**src/rtl/pc_fetch_if.sv**
```systemverilog
// Fetch-stage bus: instruction memory port, IF/ID output register and redirect input.
// The master side belongs to pc_fetch; the slave side to the memory/decode environment.
interface pc_fetch_if;
   logic [31:0] imem_addr;
   logic [31:0] imem_inst;
   logic        if_valid;
   logic        if_ready;
   logic [31:0] if_inst;
   logic [31:0] if_pc;
   logic [31:0] if_pc_plus4;
   logic        redirect_valid;
   logic [31:0] redirect_target;

   modport master (
      output imem_addr, if_valid, if_inst, if_pc, if_pc_plus4,
      input  imem_inst, if_ready, redirect_valid, redirect_target
   );

   modport slave (
      input  imem_addr, if_valid, if_inst, if_pc, if_pc_plus4,
      output imem_inst, if_ready, redirect_valid, redirect_target
   );
endinterface

```
**src/rtl/pc_fetch.sv**
```systemverilog
// Instruction-fetch stage: PC register, IF/ID output register, redirect handling, fetch counter.
// Define FETCH_ALIGN_CHECK_EN to trap misaligned redirects into a sticky FAULT state.
module pc_fetch #(
   parameter logic [31:0] RESET_PC = 32'h0000_0000
) (
   input  logic        clk,
   input  logic        rst_n,
   input  logic        fetch_en,
   pc_fetch_if.master  bus,
   output logic [31:0] fetch_count,
   output logic        misalign_fault
);

`ifdef FETCH_ALIGN_CHECK_EN
   typedef enum logic [1:0] {IDLE = 2'd0, RUN = 2'd1, FAULT = 2'd2} state_t;
`else
   typedef enum logic {IDLE = 1'b0, RUN = 1'b1} state_t;
`endif

   state_t      state, state_nxt;
   logic [31:0] pc;
   logic        out_valid;
   logic [31:0] out_inst;
   logic [31:0] out_pc;
   logic        capture, drain, take_redirect;
   logic [31:0] target_aligned;
`ifdef FETCH_ALIGN_CHECK_EN
   logic        fault_hit;
   logic        fault_q;
`endif

   assign target_aligned   = {bus.redirect_target[31:2], 2'b00};
   assign bus.imem_addr    = pc;
   assign bus.if_valid     = out_valid;
   assign bus.if_inst      = out_inst;
   assign bus.if_pc        = out_pc;
   assign bus.if_pc_plus4  = out_pc + 32'd4;

   always_ff @(posedge clk or negedge rst_n) begin
      if (!rst_n) state <= IDLE;
      else        state <= state_nxt;
   end

   // Redirect outranks capture; IDLE only drains the output register on a handshake.
   always_comb begin
      state_nxt     = state;
      capture       = 1'b0;
      drain         = 1'b0;
      take_redirect = 1'b0;
`ifdef FETCH_ALIGN_CHECK_EN
      fault_hit     = 1'b0;
`endif
      case (state)
         IDLE, RUN: begin
`ifdef FETCH_ALIGN_CHECK_EN
            if (bus.redirect_valid && (bus.redirect_target[1:0] != 2'b00))
               fault_hit = 1'b1;
            else
`endif
            if (bus.redirect_valid)
               take_redirect = 1'b1;
            else if (state == RUN)
               capture = !out_valid || bus.if_ready;
            else
               drain = out_valid && bus.if_ready;
            state_nxt = fetch_en ? RUN : IDLE;
`ifdef FETCH_ALIGN_CHECK_EN
            if (fault_hit) state_nxt = FAULT;
`endif
         end
`ifdef FETCH_ALIGN_CHECK_EN
         FAULT: state_nxt = FAULT;
`endif
         default: state_nxt = IDLE;
      endcase
   end

   always_ff @(posedge clk or negedge rst_n) begin
      if (!rst_n) begin
         pc          <= RESET_PC;
         out_valid   <= 1'b0;
         out_inst    <= '0;
         out_pc      <= '0;
         fetch_count <= '0;
      end else begin
         if (take_redirect) begin
            pc        <= target_aligned;
            out_valid <= 1'b0;
         end else if (capture) begin
            out_inst  <= bus.imem_inst;
            out_pc    <= pc;
            out_valid <= 1'b1;
            pc        <= pc + 32'd4;
         end else if (drain) begin
            out_valid <= 1'b0;
         end
`ifdef FETCH_ALIGN_CHECK_EN
         if (fault_hit) out_valid <= 1'b0;
`endif
         if (out_valid && bus.if_ready && !bus.redirect_valid)
            fetch_count <= fetch_count + 32'd1;
      end
   end

`ifdef FETCH_ALIGN_CHECK_EN
   always_ff @(posedge clk or negedge rst_n) begin
      if (!rst_n)         fault_q <= 1'b0;
      else if (fault_hit) fault_q <= 1'b1;
   end
   assign misalign_fault = fault_q;
`else
   assign misalign_fault = 1'b0;
`endif

endmodule

```
**src/flat_wrapper.sv**
```systemverilog
// flat-port wrapper written by rule: the top's interface ports become plain ports
module pc_fetch_flat 
#(
   parameter logic [31:0] RESET_PC = 32'h0000_0000
)
  (clk, rst_n, fetch_en, fetch_count, misalign_fault, bus_imem_addr, bus_if_valid, bus_if_inst, bus_if_pc, bus_if_pc_plus4, bus_imem_inst, bus_if_ready, bus_redirect_valid, bus_redirect_target);
  pc_fetch_if bus_i ();
  input  logic clk;
  input  logic rst_n;
  input  logic fetch_en;
  output logic [31:0] fetch_count;
  output logic misalign_fault;
  output wire logic [$bits(bus_i.imem_addr)-1:0] bus_imem_addr;
  output wire logic [$bits(bus_i.if_valid)-1:0] bus_if_valid;
  output wire logic [$bits(bus_i.if_inst)-1:0] bus_if_inst;
  output wire logic [$bits(bus_i.if_pc)-1:0] bus_if_pc;
  output wire logic [$bits(bus_i.if_pc_plus4)-1:0] bus_if_pc_plus4;
  input wire logic [$bits(bus_i.imem_inst)-1:0] bus_imem_inst;
  input wire logic [$bits(bus_i.if_ready)-1:0] bus_if_ready;
  input wire logic [$bits(bus_i.redirect_valid)-1:0] bus_redirect_valid;
  input wire logic [$bits(bus_i.redirect_target)-1:0] bus_redirect_target;
  assign bus_imem_addr = bus_i.imem_addr;
  assign bus_if_valid = bus_i.if_valid;
  assign bus_if_inst = bus_i.if_inst;
  assign bus_if_pc = bus_i.if_pc;
  assign bus_if_pc_plus4 = bus_i.if_pc_plus4;
  assign bus_i.imem_inst = bus_imem_inst;
  assign bus_i.if_ready = bus_if_ready;
  assign bus_i.redirect_valid = bus_redirect_valid;
  assign bus_i.redirect_target = bus_redirect_target;
  pc_fetch #(.RESET_PC(RESET_PC)) u_core (.clk(clk), .rst_n(rst_n), .fetch_en(fetch_en), .bus(bus_i), .fetch_count(fetch_count), .misalign_fault(misalign_fault));
endmodule
```
**config.mk**
```make
export PLATFORM = sky130hd
export DESIGN_NAME = pc_fetch_flat
export DESIGN_NICKNAME = d
export VERILOG_FILES = /design/src/rtl/pc_fetch_if.sv /design/src/rtl/pc_fetch.sv /design/src/flat_wrapper.sv
export SDC_FILE = /design/constraint.sdc
export NUM_CORES = 1
export LEC_CHECK = 0
export ABC_AREA = 1
export CAP_MARGIN = 10
export CORE_MARGIN = 2
export CORE_UTILIZATION = 47
export DETAILED_ROUTE_END_ITERATION = 8
export PLACE_DENSITY_LB_ADDON = 0.3
export SLEW_MARGIN = 20
export SYNTH_ARGS = -nofsm -noshare
export SYNTH_HDL_FRONTEND = slang
export SYNTH_SLANG_ARGS = --single-unit
```
**constraint.sdc**
```tcl
create_clock -name clk -period 1.9 [get_ports clk]
set_clock_uncertainty 0.2 [all_clocks]
set_input_delay 0.285 -clock clk [delete_from_list [all_inputs] [get_ports clk]]
set_output_delay 0.285 -clock clk [all_outputs]
set_load 0.01 [all_outputs]
```
==> impl_metrics.yaml, run 1 <==
yosys:
  synth_seq_cells: 126
  synth_compound_gate_area_share: 0.0522
  synthesis.yosys.warnings: 0
  mux_share_of_post_synthesis_cell_area: 0
  synth_cells: 976
  synth_simple_gate_area_share: 0.366
  synth_top_family_by_area: "simple AND/OR/NAND/NOR gates"
  synthXorXnorAreaFrac: 0.0570
  seq_area_frac_synth: 0.446
  synth_fa_ha_area_frac: 0.00531
  mappedNetlistArea_um2: 7070
  synth_cell_type_count: 32
  syn_area_per_cell_um2: 7.25
worst_setup_path:
  critical_path.startpoint_type: "flip-flop"
  cp_slowest_stage_delay_ns: 0.35
  critPathArrivalTime_ns: 1.91
  critical-path-top-delay-family: "simple AND/OR/NAND/NOR gates"
  worstPathRequired_ns: 1.41
  critPathMaxFanout: 3
  rr_endpoint: "u_core.bus.imem_addr[23]"
  worst_r2r_startpoint: "u_core.bus.imem_addr[4]"
  crit_type: "reg2out"
  worstPathBufferInverterCount: 2
  critical-path-slowest-cell: "dfrtp_1"
  worst-r2r-cell-count: 8
  endpoint_kind: "output pin"
  setup.reg_to_reg.worst_slack_ns: 0.05
  crit_chain: "buf_4, nand2_2, nor2_4, nand3_4, nor3_2, nand2_1, xor2_1, buf_2"
timing:
  clock.fmax_mhz: 418
  timing_hold_violations_final: 0
  timing.final.max_slew_violations: 0
  postLayoutSetupSlackWorst_ns: -0.491
  timing.final.crit_share: 1.26
  fin_crit_ns: 2.39
  finalSetupTns_ns: -9.41
  finalSetupViolations: 28
  timing_worst_slew_pin_value_ns: 0.547
  rsz0062_at_grt: "yes"
  max_slew_margin: 0.635
power:
  cellInternalPower_uw: 6630
  vdd_drop_max_mv: 0.726
  fraction_of_power_consumed_by_combinational_cells: 0.298
  power.switching_fraction: 0.318
  power-per-cell-area_nw_per_um2: 837
  clockPowerShare: 0.353
  power.net_switching_uw: 3090
  power.share.sequential: 0.350
  power.static_leakage_uw: 0.00598
  totalPowerFinal_uw: 9730
cells_and_area:
  fraction_of_layout_cells_with_a_size_suffix_above_1: 0.245
  fillCellCount: 996
  synthToLayoutAreaGrowth_pct: 64.4
  fin_util: 0.794
  diodes: 0
  ff_latch_area_um2: 3170
  layout.nets: 1428
  final-instance-count-excl-fill: 1553
  multi_input_comb_area_um2: 3840
place:
  instance_count_after_placement_with_tap_cells_included: 1470
  place.gp.congestion: 0.964
  hpwlAfterDp_mm: 17.9
  port-buffer-count: 221
  dpl_worst_slack_ns: -0.526
die:
  design.core.area_um2: 14600
  cell_rows: 44
  start_util: 0.483
  die_height_um: 127
  floorplan.die.width_um: 127
  die-area_um2: 16000
  top_level_ports: 231
worst_hold_path:
  hold_path_end: "u_core.state"
  hold_path.startpoint: "fetch_en"
  hold_path_depth: 1
  holdCritPathClass: "in2reg"
route:
  drtAntennaViolNets: 0
  drtPass1Iterations: 8
  via_per_instance_ratio: 5.32
  via_count: 8269
  wl_per_cell_um: 16.7
  drtIter0Drc: 609
  post-route-drc-count: 0
  wirelength_mm: 26.0
outcome:
  outcome: "finished with violations"
  failing_checks: "setup timing"
global_route:
  global_route.usage.total: 0.304
  initial_antenna_violation_count: 0
  first_pass_grt_wire_length_mm: 38.6
  grt_start_max_net_pins: 95
  first_global_vias: 7699
  overflow: 0
cts:
  clock_tree_from_tritoncts: "done"
  tritoncts.num_buffers: 17
  clock-sinks: 126
  htree_num_levels: 4
  cts.clk_slew.worst_paths_ns: 0.06
  clock_latency_ns: 0.43
  clock_tree.buffer_depth: 2
  cts_root_buffer: "clkbuf_16"
run:
  drv_cap: 0
power by group through the flow:
stage	registers [µW]	logic, µW	clock network [µW]
after global placement	3420	2750	0
after CTS	3370	2780	3450
after global routing	3440	3100	3570
after floorplan	3570	814	0
after detailed placement	3430	2790	0
final	3400	2890	3430
sequential cells by signal (all words and copies together) (netlist names):
signal                flops
u_core.bus.if_inst       32
u_core.bus.if_pc         30
u_core.bus.imem_addr     30
u_core.state              1
u_core.bus.if_valid       1
u_core.fetch_count       32
worst reg2reg max path: stages (launching register included):
cell	delay, ns
dfrtp_1	0.43
buf_4	0.17
nand3_1	0.12
nor2_1	0.21
nand3_1	0.15
nor2_1	0.21
nor2_1	0.09
nor2_1	0.11
nand2_1	0.06
synthesized netlist by cell type:
cell type	number	area [µm²]
a21oi_1	11	55.1
a31oi_1	2	12.5
buf_2	17	85.1
buf_4	7	52.6
clkbuf_1	5	18.8
conb_1	1	3.75
dfrtp_1	126	3150
ha_1	3	37.5
inv_1	95	357
inv_2	1	3.75
nand2_1	374	1400
nand2_2	3	18.8
nand3_1	61	305
nand3_2	3	30.0
nand3_4	1	17.5
nand3b_1	12	90.1
nand4_1	14	87.6
nor2_1	102	383
nor2_2	7	43.8
nor2_4	6	67.6
nor3_1	20	100
nor3_4	1	16.3
nor4_1	2	12.5
o211ai_1	7	52.6
o21a_1	3	22.5
o21ai_0	41	205
o21ai_1	1	5.00
o21bai_1	1	7.51
o221ai_1	1	8.76
or2_0	2	12.5
xnor2_1	11	96.3
xor2_1	35	307
per-layer routing:
| metal | GRT usage | routed length, µm | vias to the layer above |
|---|---|---|---|
| met1 | 0.385 | 9950 | 3876 |
| met2 | 0.515 | 13000 | 476 |
| met5 | 0 | 0 | - |
| met3 | 0.0671 | 2100 | 95 |
| li1 | - | - | 3822 |
| met4 | 0.110 | 952 | 0 |
final cells by class:
cell class | count | share of cell area
Timing Repair Buffer | 384 | 0.292
Multi-Input combinational cell | 731 | 0.330
Sequential cell | 126 | 0.273
Inverter | 96 | 0.0312
Clock buffer | 20 | 0.0402
Tap cell | 184 | 0.0198
Clock inverter | 12 | 0.0138
worst max path at each step:
stage,startpoint,to,slack [ns],cells past startpoint
detailed placement,u_core.bus.if_pc[6],bus_if_pc_plus4[30],-0.53,8
global route,u_core.bus.if_pc[15],bus_if_pc_plus4[29],-0.58,8
global placement,u_core.bus.if_pc[8],bus_if_pc_plus4[30],-0.53,8
CTS,u_core.bus.if_pc[14],bus_if_pc_plus4[28],-0.41,10
floorplan,u_core.bus.if_pc[3],bus_if_pc_plus4[20],-0.07,8
finish,u_core.bus.if_pc[15],bus_if_pc_plus4[29],-0.49,8
metrics by stage:
stage	cell area [µm²]	hold slack, ns
finish	11600	0.0980
global route	11600	0.104
CTS	11300	0.0949
detailed placement	10300	0.152
global placement	10300	0.155
floorplan	7130	-0.211
kinds of logic after synthesis:
kind of cell    Yosys count
simple gates            608
other cells               1
buf+inv                 125
compound gates           67
flops                   126
fa+ha+maj                 3
xor+xnor                 46
cells in the final DEF, fill, tap and decap left out, types with 3 or more instances in the layout:
cell type        synthesis  final
clkbuf_8                 0      3
nand3_2                  3      5
inv_1                   95     87
clkbuf_16                0     17
bufinv_16                0      3
buf_4                    7    148
nor2_4                   6     19
nor3_2                   0      6
o21ai_0                 41     41
a21oi_1                 11     11
nand3b_1                12     12
o211ai_1                 7      7
dlygate4sd2_1            0     44
dfrtp_2                  0     16
nand2_2                  3     21
nand3_4                  1      3
buf_6                    0      9
dlymetal6s2s_1           0     25
inv_2                    1      8
clkinv_4                 0      5
nand2_1                374    351
nand2_4                  0      4
nand3_1                 61     57
nor2_2                   7     10
xor2_1                  35     33
o21a_1                   3      3
dfrtp_1                126    110
nand4_1                 14     14
xnor2_1                 11     11
nor3_1                  20      4
buf_2                   17     30
nor2_1                 102     86
conb_1                   1      7
buf_12                   0      6
nor3_4                   1     11
clkdlybuf4s50_1          0    117
repair_timing:
action / 4_1_cts / 5_1_grt
hold endpoints to repair: 126 / 0
pin swaps: 30 / 30
gates resized for setup: 236 / 83
hold buffers: 1 / 0
setup endpoints to repair: 98 / 76
setup buffers: 31 / 19
(Power assumes the default switching activity.)
==> run 2, diff against run 1 <==
--- a/config.mk
+++ b/config.mk
@@ -10,7 +10,8 @@
 export CORE_MARGIN = 2
 export CORE_UTILIZATION = 47
 export DETAILED_ROUTE_END_ITERATION = 8
-export PLACE_DENSITY_LB_ADDON = 0.3
+export GPL_TIMING_DRIVEN = 0
+export PLACE_DENSITY = 0.87
 export SLEW_MARGIN = 20
 export SYNTH_ARGS = -nofsm -noshare
 export SYNTH_HDL_FRONTEND = slang
==> run 2 against run 1 <==
Effect of this change: the run still ends with setup timing left; clock-buffer cell count stayed put; critical path depth is 1 lower; setup slack worse by 0.18 ns; hold slack better by 0.0095 ns; routed wire length is 10% higher; sequential cell count stayed put; largest cell class unchanged; combinational power is 2% lower; cell count is 2.5% lower.
==> impl_metrics.yaml, run 2 (synthesized netlist as in run 1, its figures left out) <==
cells_and_area:
  final-instance-count-excl-fill: 1514
  fillCellCount: 947
  layout_commonest_cell: "nand2_1"
  diodes: 0
  ff_latch_area_um2: 3200
  postLayoutCellArea_um2: 11400
  mostFrequentLayoutCells: "347 x nand2_1, 127 x clkdlybuf4s50_1, 90 x dfrtp_1"
  synthToLayoutAreaGrowth_pct: 61.5
  layout.nets: 1389
  fraction_of_layout_cells_with_a_size_suffix_above_1: 0.248
  multi_input_comb_area_um2: 3990
timing:
  finalSetupViolations: 28
  timing_hold_violations_final: 0
  fin_crit_ns: 2.57
  postLayoutSetupSlackWorst_ns: -0.668
  timing.final.max_slew_violations: 0
  timing_worst_slew_pin_value_ns: 0.640
  max_slew_margin: 0.573
  finalSetupTns_ns: -12.20
  rsz0062_at_grt: "yes"
  clock.fmax_mhz: 389
  timing.final.crit_share: 1.35
power:
  power-per-cell-area_nw_per_um2: 846
  vdd_drop_max_mv: 0.666
  totalPowerFinal_uw: 9660
  power.static_leakage_uw: 0.00567
global_route:
  grt_start_max_net_pins: 96
  initial_antenna_violation_count: 1
  overflow: 0
  global_route.usage.total: 0.322
  first_global_vias: 7869
  first_pass_grt_wire_length_mm: 40.3
route:
  drtAntennaViolNets: 0
  drtIter0Drc: 1084
  wl_per_cell_um: 18.9
  met1_layer_wirelength_in_the_final_routing_mm: 10.6
  wirelength_mm: 28.6
  via_count: 8348
  post-route-drc-count: 0
  wl_met2_mm: 13.4
  maxUsedRoutingLayer: "met5"
  drtPass1Iterations: 7
  met3_wirelength_mm: 2.77
  via_per_instance_ratio: 5.51
die:
  die-area_um2: 16000
  start_util: 0.483
  cell_rows: 44
  top_level_ports: 231
  floorplan.die.width_um: 127
  die_height_um: 127
  design.core.area_um2: 14600
outcome:
  outcome: "finished with violations"
  failing_checks: "setup timing"
worst_setup_path:
  worst-r2r-cell-count: 7
  crit_type: "reg2out"
  cp_slowest_stage_delay_ns: 0.43
  endpoint_kind: "output pin"
  worst_r2r_startpoint: "u_core.bus.if_valid"
  crit_chain: "inv_1, nor3_4, nand2_2, nor3_2, nand3_1, nand2_1, buf_2"
  setup.reg_to_reg.worst_slack_ns: 0.01
  critPathMaxFanout: 3
  critical-path-slowest-cell: "dfrtp_1"
  rr_endpoint: "u_core.bus.imem_addr[9]"
  worstPathRequired_ns: 1.41
  critical_path.startpoint_type: "flip-flop"
  critPathArrivalTime_ns: 2.08
place:
  hpwlAfterDp_mm: 17.3
  place.gp.congestion: 0.948
  port-buffer-count: 221
  instance_count_after_placement_with_tap_cells_included: 1388
  dpl-instance-area_um2: 9600
cts:
  clock_tree.buffer_depth: 2
  clock_tree_from_tritoncts: "done"
  htree_num_levels: 4
  cts_root_buffer: "clkbuf_16"
  cts.clk_slew.worst_paths_ns: 0.06
  tritoncts.num_buffers: 17
  clock_latency_ns: 0.43
  clock-sinks: 126
worst_hold_path:
  holdCritPathClass: "in2async"
run:
  drv_cap: 0
[run 2: worst max-delay path by stage]
stage	startpoint	end	slack, ns	cells past startpoint
final	u_core.bus.if_pc[17]	bus_if_pc_plus4[26]	-0.67	7
after global routing	u_core.bus.if_pc[17]	bus_if_pc_plus4[26]	-0.67	7
after CTS	u_core.bus.if_pc[2]	bus_if_pc_plus4[20]	-0.47	9
after detailed placement	u_core.bus.if_pc[3]	bus_if_pc_plus4[20]	-0.66	9
after global placement	rst_n	u_core.fetch_count[10]	-4.65	1
after floorplan	u_core.bus.if_pc[3]	bus_if_pc_plus4[20]	-0.07	8
[run 2: report_power, final]
group	internal, µW	total, µW	switching, µW
clock network	2080	3340	1260
logic	1310	2820	1510
registers	3060	3500	441
total	6450	9660	3210
[run 2: metal layers]
layer / vias to the layer above / global-route usage
met5: - / 0
met2: 607 / 0.508
met1: 3842 / 0.400
li1: 3736 / -
met3: 161 / 0.0806
met4: 2 / 0.195
[run 2: through the flow]
stage / utilization / hold WS, ns / setup WS, ns
after global routing: 0.780 / 0.128 / -0.672
after global placement: 0.654 / 0.252 / -4.65
final: 0.780 / 0.107 / -0.668
after detailed placement: 0.656 / -0.0349 / -0.663
after floorplan: - / -0.211 / -0.0749
after CTS: 0.737 / 0.104 / -0.474
[run 2: cell type report]
class / count / share of cell area
repair buffers: 316 / 0.251
multi-input cells: 731 / 0.350
clock buffers: 20 / 0.0391
well taps: 184 / 0.0202
inverters: 96 / 0.0319
plain buffers: 29 / 0.0156
flip-flops and latches: 126 / 0.280
clock inverters: 12 / 0.0126
[run 2: critical path, delay by kind of cell, from the launching register on]
kind                   cells  cell delay [ns]
DFF                        1             0.43
buffers and inverters      2             0.26
and+or+nand+nor            5             0.96
[run 2: repair_timing]
action / 4_1_cts / 5_1_grt
cloned: 0 / 0
buffers inserted: 61 / 34
endpoints found under the hold margin: 126 / 0
hold buffers: 1 / 0
resized for setup: 270 / 117
pin swaps: 31 / 31
setup endpoints to repair: 150 / 143
